**src/rtl/qspi_ram_pkg.sv**
```systemverilog
// Shared opcodes and FSM state type for the oversampled QSPI RAM peripheral.
package qspi_ram_pkg;

  localparam logic [7:0] OP_READ      = 8'h03;
  localparam logic [7:0] OP_FAST_READ = 8'h0B;
  localparam logic [7:0] OP_QREAD     = 8'h6B;
  localparam logic [7:0] OP_WRITE     = 8'h02;
  localparam logic [7:0] OP_QWRITE    = 8'h32;

  typedef enum logic [2:0] {
    StIdle,
    StCmd,
    StAddr,
    StDummy,
    StRead,
    StWrite,
    StIgnore
  } state_e;

  function automatic logic op_known(logic [7:0] op);
    return op inside {OP_READ, OP_FAST_READ, OP_QREAD, OP_WRITE, OP_QWRITE};
  endfunction

endpackage

```
**src/rtl/qspi_ram_oversampled_if.sv**
```systemverilog
// SPI pad bundle plus debug read port of the oversampled QSPI RAM.
interface qspi_ram_oversampled_if #(
  parameter int unsigned ADDR_BITS = 3
);
  logic                 spi_clk;
  logic                 spi_select;
  logic [3:0]           spi_d_in;
  logic [3:0]           spi_d_out;
  logic [3:0]           spi_d_oe;
  logic [ADDR_BITS-1:0] dbg_addr;
  logic [7:0]           dbg_data;
  logic                 busy;

  modport master (
    output spi_clk, spi_select, spi_d_in, dbg_addr,
    input  spi_d_out, spi_d_oe, dbg_data, busy
  );

  modport slave (
    input  spi_clk, spi_select, spi_d_in, dbg_addr,
    output spi_d_out, spi_d_oe, dbg_data, busy
  );
endinterface

```
**src/rtl/spi_pin_sync.sv**
```systemverilog
// Two-flop synchronizers for SCK, CS and D0..D3 with SCK edge and CS fall pulses.
module spi_pin_sync (
  input  logic       clk,
  input  logic       rst_n,
  input  logic       spi_clk,
  input  logic       spi_select,
  input  logic [3:0] spi_d_in,
  output logic       sck_rise,
  output logic       sck_fall,
  output logic       sel,
  output logic       sel_fall,
  output logic [3:0] d
);
  logic [5:0] s1_q, s2_q;
  logic       sck3_q, sel3_q;

  // CS chain resets low so a select held low across reset never looks like a new fall
  always_ff @(posedge clk or negedge rst_n) begin
    if (!rst_n) begin
      s1_q   <= '0;
      s2_q   <= '0;
      sck3_q <= 1'b0;
      sel3_q <= 1'b0;
    end else begin
      s1_q   <= {spi_clk, spi_select, spi_d_in};
      s2_q   <= s1_q;
      sck3_q <= s2_q[5];
      sel3_q <= s2_q[4];
    end
  end

  assign sck_rise = s2_q[5] & ~sck3_q;
  assign sck_fall = ~s2_q[5] & sck3_q;
  assign sel      = s2_q[4];
  assign sel_fall = ~s2_q[4] & sel3_q;
  assign d        = s2_q[3:0];
endmodule

```
**src/rtl/qspi_ram_oversampled.sv**
```systemverilog
// SPI/QSPI RAM running entirely on clk; SPI pads are oversampled, debug port reads the same RAM.
module qspi_ram_oversampled
  import qspi_ram_pkg::*;
#(
  parameter int unsigned ADDR_BITS    = 3,
  parameter int unsigned ADDR_BYTES   = 3,
  parameter int unsigned DUMMY_CYCLES = 2
) (
  input logic                   clk,
  input logic                   rst_n,
  qspi_ram_oversampled_if.slave bus
);
  localparam int unsigned Depth     = 2 ** ADDR_BITS;
  localparam logic [4:0]  AddrLast  = 5'(8 * ADDR_BYTES - 1);
  localparam logic [4:0]  DummyLast = 5'(DUMMY_CYCLES - 1);

  logic       sck_rise, sck_fall, sel, sel_fall;
  logic [3:0] d;

  spi_pin_sync u_sync (
    .clk       (clk),
    .rst_n     (rst_n),
    .spi_clk   (bus.spi_clk),
    .spi_select(bus.spi_select),
    .spi_d_in  (bus.spi_d_in),
    .sck_rise  (sck_rise),
    .sck_fall  (sck_fall),
    .sel       (sel),
    .sel_fall  (sel_fall),
    .d         (d)
  );

  logic [7:0]           mem [Depth];
  state_e               state_q, state_d;
  logic [4:0]           cnt_q, cnt_d;
  logic [2:0]           bit_q, bit_d, step;
  logic [7:0]           sr_q, sr_d, op_q, op_d, tx_q, tx_d, cur, rd_byte;
  logic [ADDR_BITS-1:0] addr_q, addr_d;
  logic                 quad_q, quad_d, we;
  logic [3:0]           d_out_q, d_out_d, oe_q, oe_d;
  logic [7:0]           dbg_q;

  always_comb begin
    state_d = state_q;
    cnt_d   = cnt_q;
    bit_d   = bit_q;
    sr_d    = sr_q;
    op_d    = op_q;
    tx_d    = tx_q;
    addr_d  = addr_q;
    quad_d  = quad_q;
    d_out_d = d_out_q;
    oe_d    = oe_q;
    we      = 1'b0;
    rd_byte = mem[addr_q];
    cur     = tx_q;
    step    = quad_q ? 3'd4 : 3'd1;
    if (sel) begin
      // deselect wins over any SCK edge seen in the same clk
      state_d = StIdle;
      oe_d    = 4'b0000;
      d_out_d = 4'b0000;
    end else begin
      unique case (state_q)
        StIdle: begin
          if (sel_fall) begin
            state_d = StCmd;
            cnt_d   = '0;
            quad_d  = 1'b0;
          end
        end
        StCmd: begin
          if (sck_rise) begin
            sr_d  = {sr_q[6:0], d[0]};
            cnt_d = cnt_q + 5'd1;
            if (cnt_q == 5'd7) begin
              op_d    = sr_d;
              cnt_d   = '0;
              state_d = op_known(sr_d) ? StAddr : StIgnore;
            end
          end
        end
        StAddr: begin
          if (sck_rise) begin
            addr_d = ADDR_BITS'({addr_q, d[0]});
            cnt_d  = cnt_q + 5'd1;
            if (cnt_q == AddrLast) begin
              cnt_d = '0;
              bit_d = '0;
              case (op_q)
                OP_READ:      state_d = StRead;
                OP_FAST_READ: state_d = StDummy;
                OP_QREAD:     begin state_d = StDummy; quad_d = 1'b1; end
                OP_QWRITE:    begin state_d = StWrite; quad_d = 1'b1; end
                default:      state_d = StWrite;
              endcase
            end
          end
        end
        StDummy: begin
          if (sck_rise) begin
            cnt_d = cnt_q + 5'd1;
            if (cnt_q == DummyLast) begin
              cnt_d   = '0;
              state_d = StRead;
            end
          end
        end
        StRead: begin
          if (sck_fall) begin
            if (bit_q == 3'd0) begin
              cur    = rd_byte;
              addr_d = addr_q + 1'b1;
            end
            oe_d    = quad_q ? 4'b1111 : 4'b0010;
            d_out_d = quad_q ? cur[7:4] : {2'b00, cur[7], 1'b0};
            tx_d    = quad_q ? {cur[3:0], 4'h0} : {cur[6:0], 1'b0};
            bit_d   = bit_q + step;
          end
        end
        StWrite: begin
          if (sck_rise) begin
            sr_d  = quad_q ? {sr_q[3:0], d} : {sr_q[6:0], d[0]};
            bit_d = bit_q + step;
            if (bit_d == 3'd0) begin
              we     = 1'b1;
              addr_d = addr_q + 1'b1;
            end
          end
        end
        StIgnore: ;
        default: state_d = StIdle;
      endcase
    end
  end

  always_ff @(posedge clk or negedge rst_n) begin
    if (!rst_n) begin
      state_q <= StIdle;
      cnt_q   <= '0;
      bit_q   <= '0;
      sr_q    <= '0;
      op_q    <= '0;
      tx_q    <= '0;
      addr_q  <= '0;
      quad_q  <= 1'b0;
      d_out_q <= '0;
      oe_q    <= '0;
    end else begin
      state_q <= state_d;
      cnt_q   <= cnt_d;
      bit_q   <= bit_d;
      sr_q    <= sr_d;
      op_q    <= op_d;
      tx_q    <= tx_d;
      addr_q  <= addr_d;
      quad_q  <= quad_d;
      d_out_q <= d_out_d;
      oe_q    <= oe_d;
    end
  end

  always_ff @(posedge clk) begin
    if (we) mem[addr_q] <= sr_d;
  end

  always_ff @(posedge clk or negedge rst_n) begin
    if (!rst_n) dbg_q <= '0;
    else        dbg_q <= mem[bus.dbg_addr];
  end

  assign bus.spi_d_out = d_out_q;
  assign bus.spi_d_oe  = oe_q;
  assign bus.dbg_data  = dbg_q;
  assign bus.busy      = (state_q != StIdle);
endmodule

```
**src/flat_wrapper.sv**
```systemverilog
// flat-port wrapper written by rule: the top's interface ports become plain ports
module qspi_ram_oversampled_flat import qspi_ram_pkg::*;
#(
  parameter int unsigned ADDR_BITS    = 3,
  parameter int unsigned ADDR_BYTES   = 3,
  parameter int unsigned DUMMY_CYCLES = 2
)
  (clk, rst_n, bus_spi_clk, bus_spi_select, bus_spi_d_in, bus_dbg_addr, bus_spi_d_out, bus_spi_d_oe, bus_dbg_data, bus_busy);
  qspi_ram_oversampled_if #(.ADDR_BITS(ADDR_BITS)) bus_i ();
  input logic clk;
  input logic rst_n;
  input wire logic [$bits(bus_i.spi_clk)-1:0] bus_spi_clk;
  input wire logic [$bits(bus_i.spi_select)-1:0] bus_spi_select;
  input wire logic [$bits(bus_i.spi_d_in)-1:0] bus_spi_d_in;
  input wire logic [$bits(bus_i.dbg_addr)-1:0] bus_dbg_addr;
  output wire logic [$bits(bus_i.spi_d_out)-1:0] bus_spi_d_out;
  output wire logic [$bits(bus_i.spi_d_oe)-1:0] bus_spi_d_oe;
  output wire logic [$bits(bus_i.dbg_data)-1:0] bus_dbg_data;
  output wire logic [$bits(bus_i.busy)-1:0] bus_busy;
  assign bus_i.spi_clk = bus_spi_clk;
  assign bus_i.spi_select = bus_spi_select;
  assign bus_i.spi_d_in = bus_spi_d_in;
  assign bus_i.dbg_addr = bus_dbg_addr;
  assign bus_spi_d_out = bus_i.spi_d_out;
  assign bus_spi_d_oe = bus_i.spi_d_oe;
  assign bus_dbg_data = bus_i.dbg_data;
  assign bus_busy = bus_i.busy;
  qspi_ram_oversampled #(.ADDR_BITS(ADDR_BITS), .ADDR_BYTES(ADDR_BYTES), .DUMMY_CYCLES(DUMMY_CYCLES)) u_core (.clk(clk), .rst_n(rst_n), .bus(bus_i));
endmodule
```
**config.mk**
```make
export PLATFORM = sky130hd
export DESIGN_NAME = qspi_ram_oversampled_flat
export DESIGN_NICKNAME = d
export VERILOG_FILES = /design/src/rtl/qspi_ram_pkg.sv /design/src/rtl/qspi_ram_oversampled_if.sv /design/src/rtl/spi_pin_sync.sv /design/src/rtl/qspi_ram_oversampled.sv /design/src/flat_wrapper.sv
export SDC_FILE = /design/constraint.sdc
export NUM_CORES = 1
export LEC_CHECK = 0
export ABC_AREA = 1
export CORE_MARGIN = 2
export CORE_UTILIZATION = 55
export CTS_BUF_LIST = sky130_fd_sc_hd__clkbuf_4
export CTS_CLUSTER_DIAMETER = 100
export CTS_CLUSTER_SIZE = 24
export DETAILED_ROUTE_END_ITERATION = 10
export PLACE_DENSITY = 0.74
export REMOVE_ABC_BUFFERS = 1
export SETUP_SLACK_MARGIN = 0.2
export SKIP_CTS_REPAIR_TIMING = 1
export SYNTH_ARGS = -nofsm -noshare
export SYNTH_HDL_FRONTEND = slang
export SYNTH_SLANG_ARGS = --single-unit
```
**constraint.sdc**
```tcl
create_clock -name clk -period 2.8 [get_ports clk]
set_input_delay 0.84 -clock clk [delete_from_list [all_inputs] [get_ports clk]]
set_output_delay 0.84 -clock clk [all_outputs]
set_load 0.05 [all_outputs]
```
==> flow_summary.ini <==
[power]
p_total_uw = 5152
netSwitchingPower_uw = 1982
pwr-share-comb = 0.316
peakVddDrop_v = 0.0004353
p_sw_frac = 0.3846
pwr-share-clk = 0.242
p_leak_uw = 0.003473
p_int_uw = 3170
p_seq_frac = 0.441
power_density_nw_per_um2 = 697.6

[timing]
worst_pin_slew_ps = 932.9
finalCritPeriodShare = 0.9119
slew_viol_final = 0
max_slew_margin = 0.3715
max_freq_ghz = 0.3916
period_minus_slack_ps = 2553
rsz0062_at_grt = false
fin_skew_ps = 16.59
finalSetupViolations = 0
fin_tns_setup_ps = 0
hold_viol = 0

[synthesis]
synth.top_cells.by_count = 212 x nand2_1, 93 x inv_1, 78 x nor2_1, 70 x nand3_1, 66 x dfrtp_1
synth_seq_cells = 130
seq_area_frac_synth = 0.5405
synth_cell_type_count = 35
synth-edff-count = 64
yosysMostFrequentCell = nand2_1
synth_area_leader_cell = edfxtp_1
synth.top_cells.by_area = edfxtp_1 29%, dfrtp_1 25%, nand2_1 12%, nand3_1 5.3%, inv_1 5.3%
synth_top_area_frac = 0.2907
syn_inst = 786
syn_avg_cell_area_um2 = 8.411
ys_async_sr_fraction = 0.5077
netlist_area_um2 = 6611
dominantRegCellSynth = dfrtp_1
yosysWarningCount = 0

[clock_network]
htreeDepth = 4
clkTransAtPathRegs_ps = 120
numCtsBuffers = 17
root_buffer = clkbuf_4
cts_tree = built
insertion_delay_ps = 550
cts.path.max_buffers = 2
cts_sinks = 130

[cells_and_area]
antenna_cells = 0
area_growth_pct = 11.70
fin_nets = 843
regArea_um2 = 3575
final_cells = 987
multi_input_area_um2 = 2516
fillers = 976
final_area_um2 = 7385
drive_gt1_frac = 0.1119

[detailed_routing]
avgRoutedWirePerCell_um = 15.48
drt.antenna.violating_nets = 0
via_per_inst = 5.555
drc = 0
routed_wl_um = 15280
dr_total_vias = 5483
first_iter_violations = 544
dr.pass1.iters = 5

[floorplan]
core_um2 = 11860
row_count = 40
start_util = 0.5574
die-area_um2 = 12910
pin_count = 28
die_h_um = 113.6
die_x_um = 113.6

[setup_path]
required_ps = 1960
path_class = reg -> out
slowest_delay_ps = 800
startpoint_type = flop
arrival_ps = 1710
critPathTopFamily = buffers and inverters
cp_slowest_cell = clkdlybuf4s50_1
path_max_fanout = 2
crit_chain = clkdlybuf4s50_1
critPathCaptureType = output port
path_buf_inv = 1

[outcome]
status = finished, final reports clean

[global_route]
grt_pass1_vias = 5267
grt_pass1_wl_um = 25630
track_usage = 0.2568
antenna_found_initial = 0
gr-total-overflow = 0
grt_max_degree = 67

[placement]
port-buffer-count = 27
dp_hpwl_um = 10730
gp_congestion = 0.9533
place_area_um2 = 7089
dp.cells = 955

[min_path]
hold_class = in -> async

[flow_run]
max_cap_violations = 0
==> worst register-to-register path: cells and delay by family, from the launching register on <==
family	cells	cell delay (ps)
AND/OR/NAND/NOR	3	890
adder cells (fa/ha/maj)	2	510
flip-flops	1	370
buffers and inverters	2	290
==> cells by family (layout without fill, tap and decap cells) <==
family	Yosys count	count (layout)	synth area share
and+or+nand+nor	409	409	0.2767
xor gates and xnor gates	3	3	0.003975
buffers and inverters	128	182	0.07892
adders and majority gates	5	5	0.009463
DFF	130	130	0.5405
AOI/OAI and AO/OA	111	111	0.09046
==> through the flow <==
| stage | util | hold WS, ps | setup slack [ps] |
|---|---|---|---|
| 3_3_place_gp | 0.5977 | 333.6 | 486.8 |
| 5_1_grt | 0.6226 | 295.9 | 205.6 |
| 6_report | 0.6226 | 279.6 | 246.6 |
| 2_1_floorplan | - | 331.2 | 79.58 |
| 3_5_place_dp | 0.5977 | 334.7 | 456.4 |
| 4_1_cts | 0.6212 | 275.7 | 137.9 |
==> layer usage <==
metal	wire length, um	vias to the layer above	global-route usage
met4	424	0	0.1244
met1	6405	2549	0.3401
li1	-	2638	-
met2	7251	260	0.4032
met5	0	-	0
met3	1197	36	0.05951
==> path summary, 6_finish.rpt <==
kind / from / endpoint / slack [ps] / cells after the start
min: rst_n / u_core.bus.dbg_data[7] / 280 / 2
min in group clk: u_core.u_sync.s1_q[5] / u_core.u_sync.s2_q[5] / 360 / 0
max: u_core.bus.spi_d_out[2] / bus_spi_d_out[2] / 250 / 1
max in group asynchronous: rst_n / u_core.state_q[2] / 2220 / 2
max reg2reg: u_core.quad_q / u_core.mem[4][7] / 480 / 7
min reg2reg: u_core.u_sync.s1_q[5] / u_core.u_sync.s2_q[5] / 360 / 0
==> power groups by stage <==
stage	clock [uW]	sequential [uW]	combinational, uW
floorplan	0	2370	1010
global placement	0	2310	1570
detailed placement	0	2310	1610
CTS	1280	2270	1620
global route	1350	2290	1830
finish	1250	2270	1630
==> flip-flops by register name, summed over array words and instances (netlist names) <==
signal	cells
u_core.sr_q	8
u_core.addr_q	3
u_core.u_sync.sel3_q	1
u_core.bus.dbg_data	8
u_core.op_q	8
u_core.bus.spi_d_oe	2
u_core.cnt_q	5
u_core.mem	64
u_core.bit_q	3
u_core.state_q	3
u_core.u_sync.s1_q	6
u_core.u_sync.s2_q	6
u_core.quad_q	1
u_core.tx_q	7
u_core.bus.spi_d_out	4
u_core.u_sync.sck3_q	1
==> layout make-up <==
cell class,count,area share
flip-flops and latches,130,0.4841
well taps,147,0.02491
clock inverters,13,0.01847
clock buffers,19,0.01932
inverters,102,0.05185
multi-input cells,528,0.3407
repair buffers,48,0.06066
==> layout by cell type (no fill, tap or decap), drive strengths merged, types with 3 or more instances in the layout <==
master,netlist,layout
o22ai,3,3
nor3,6,6
clkdlybuf4s50,0,19
clkinvlp,0,3
nand3b,3,3
clkbuf,8,19
xor2,3,3
inv,100,101
nand2,222,222
o211ai,9,9
o21ai,65,65
a21oi,25,25
dlymetal6s2s,0,6
edfxtp,64,64
dfrtp,66,66
or2,6,6
buf,18,23
a31oi,6,6
clkinv,2,9
ha,5,5
nand3,71,71
nand4,8,8
nor2,91,91
Power figures use the tool's default switching activity.
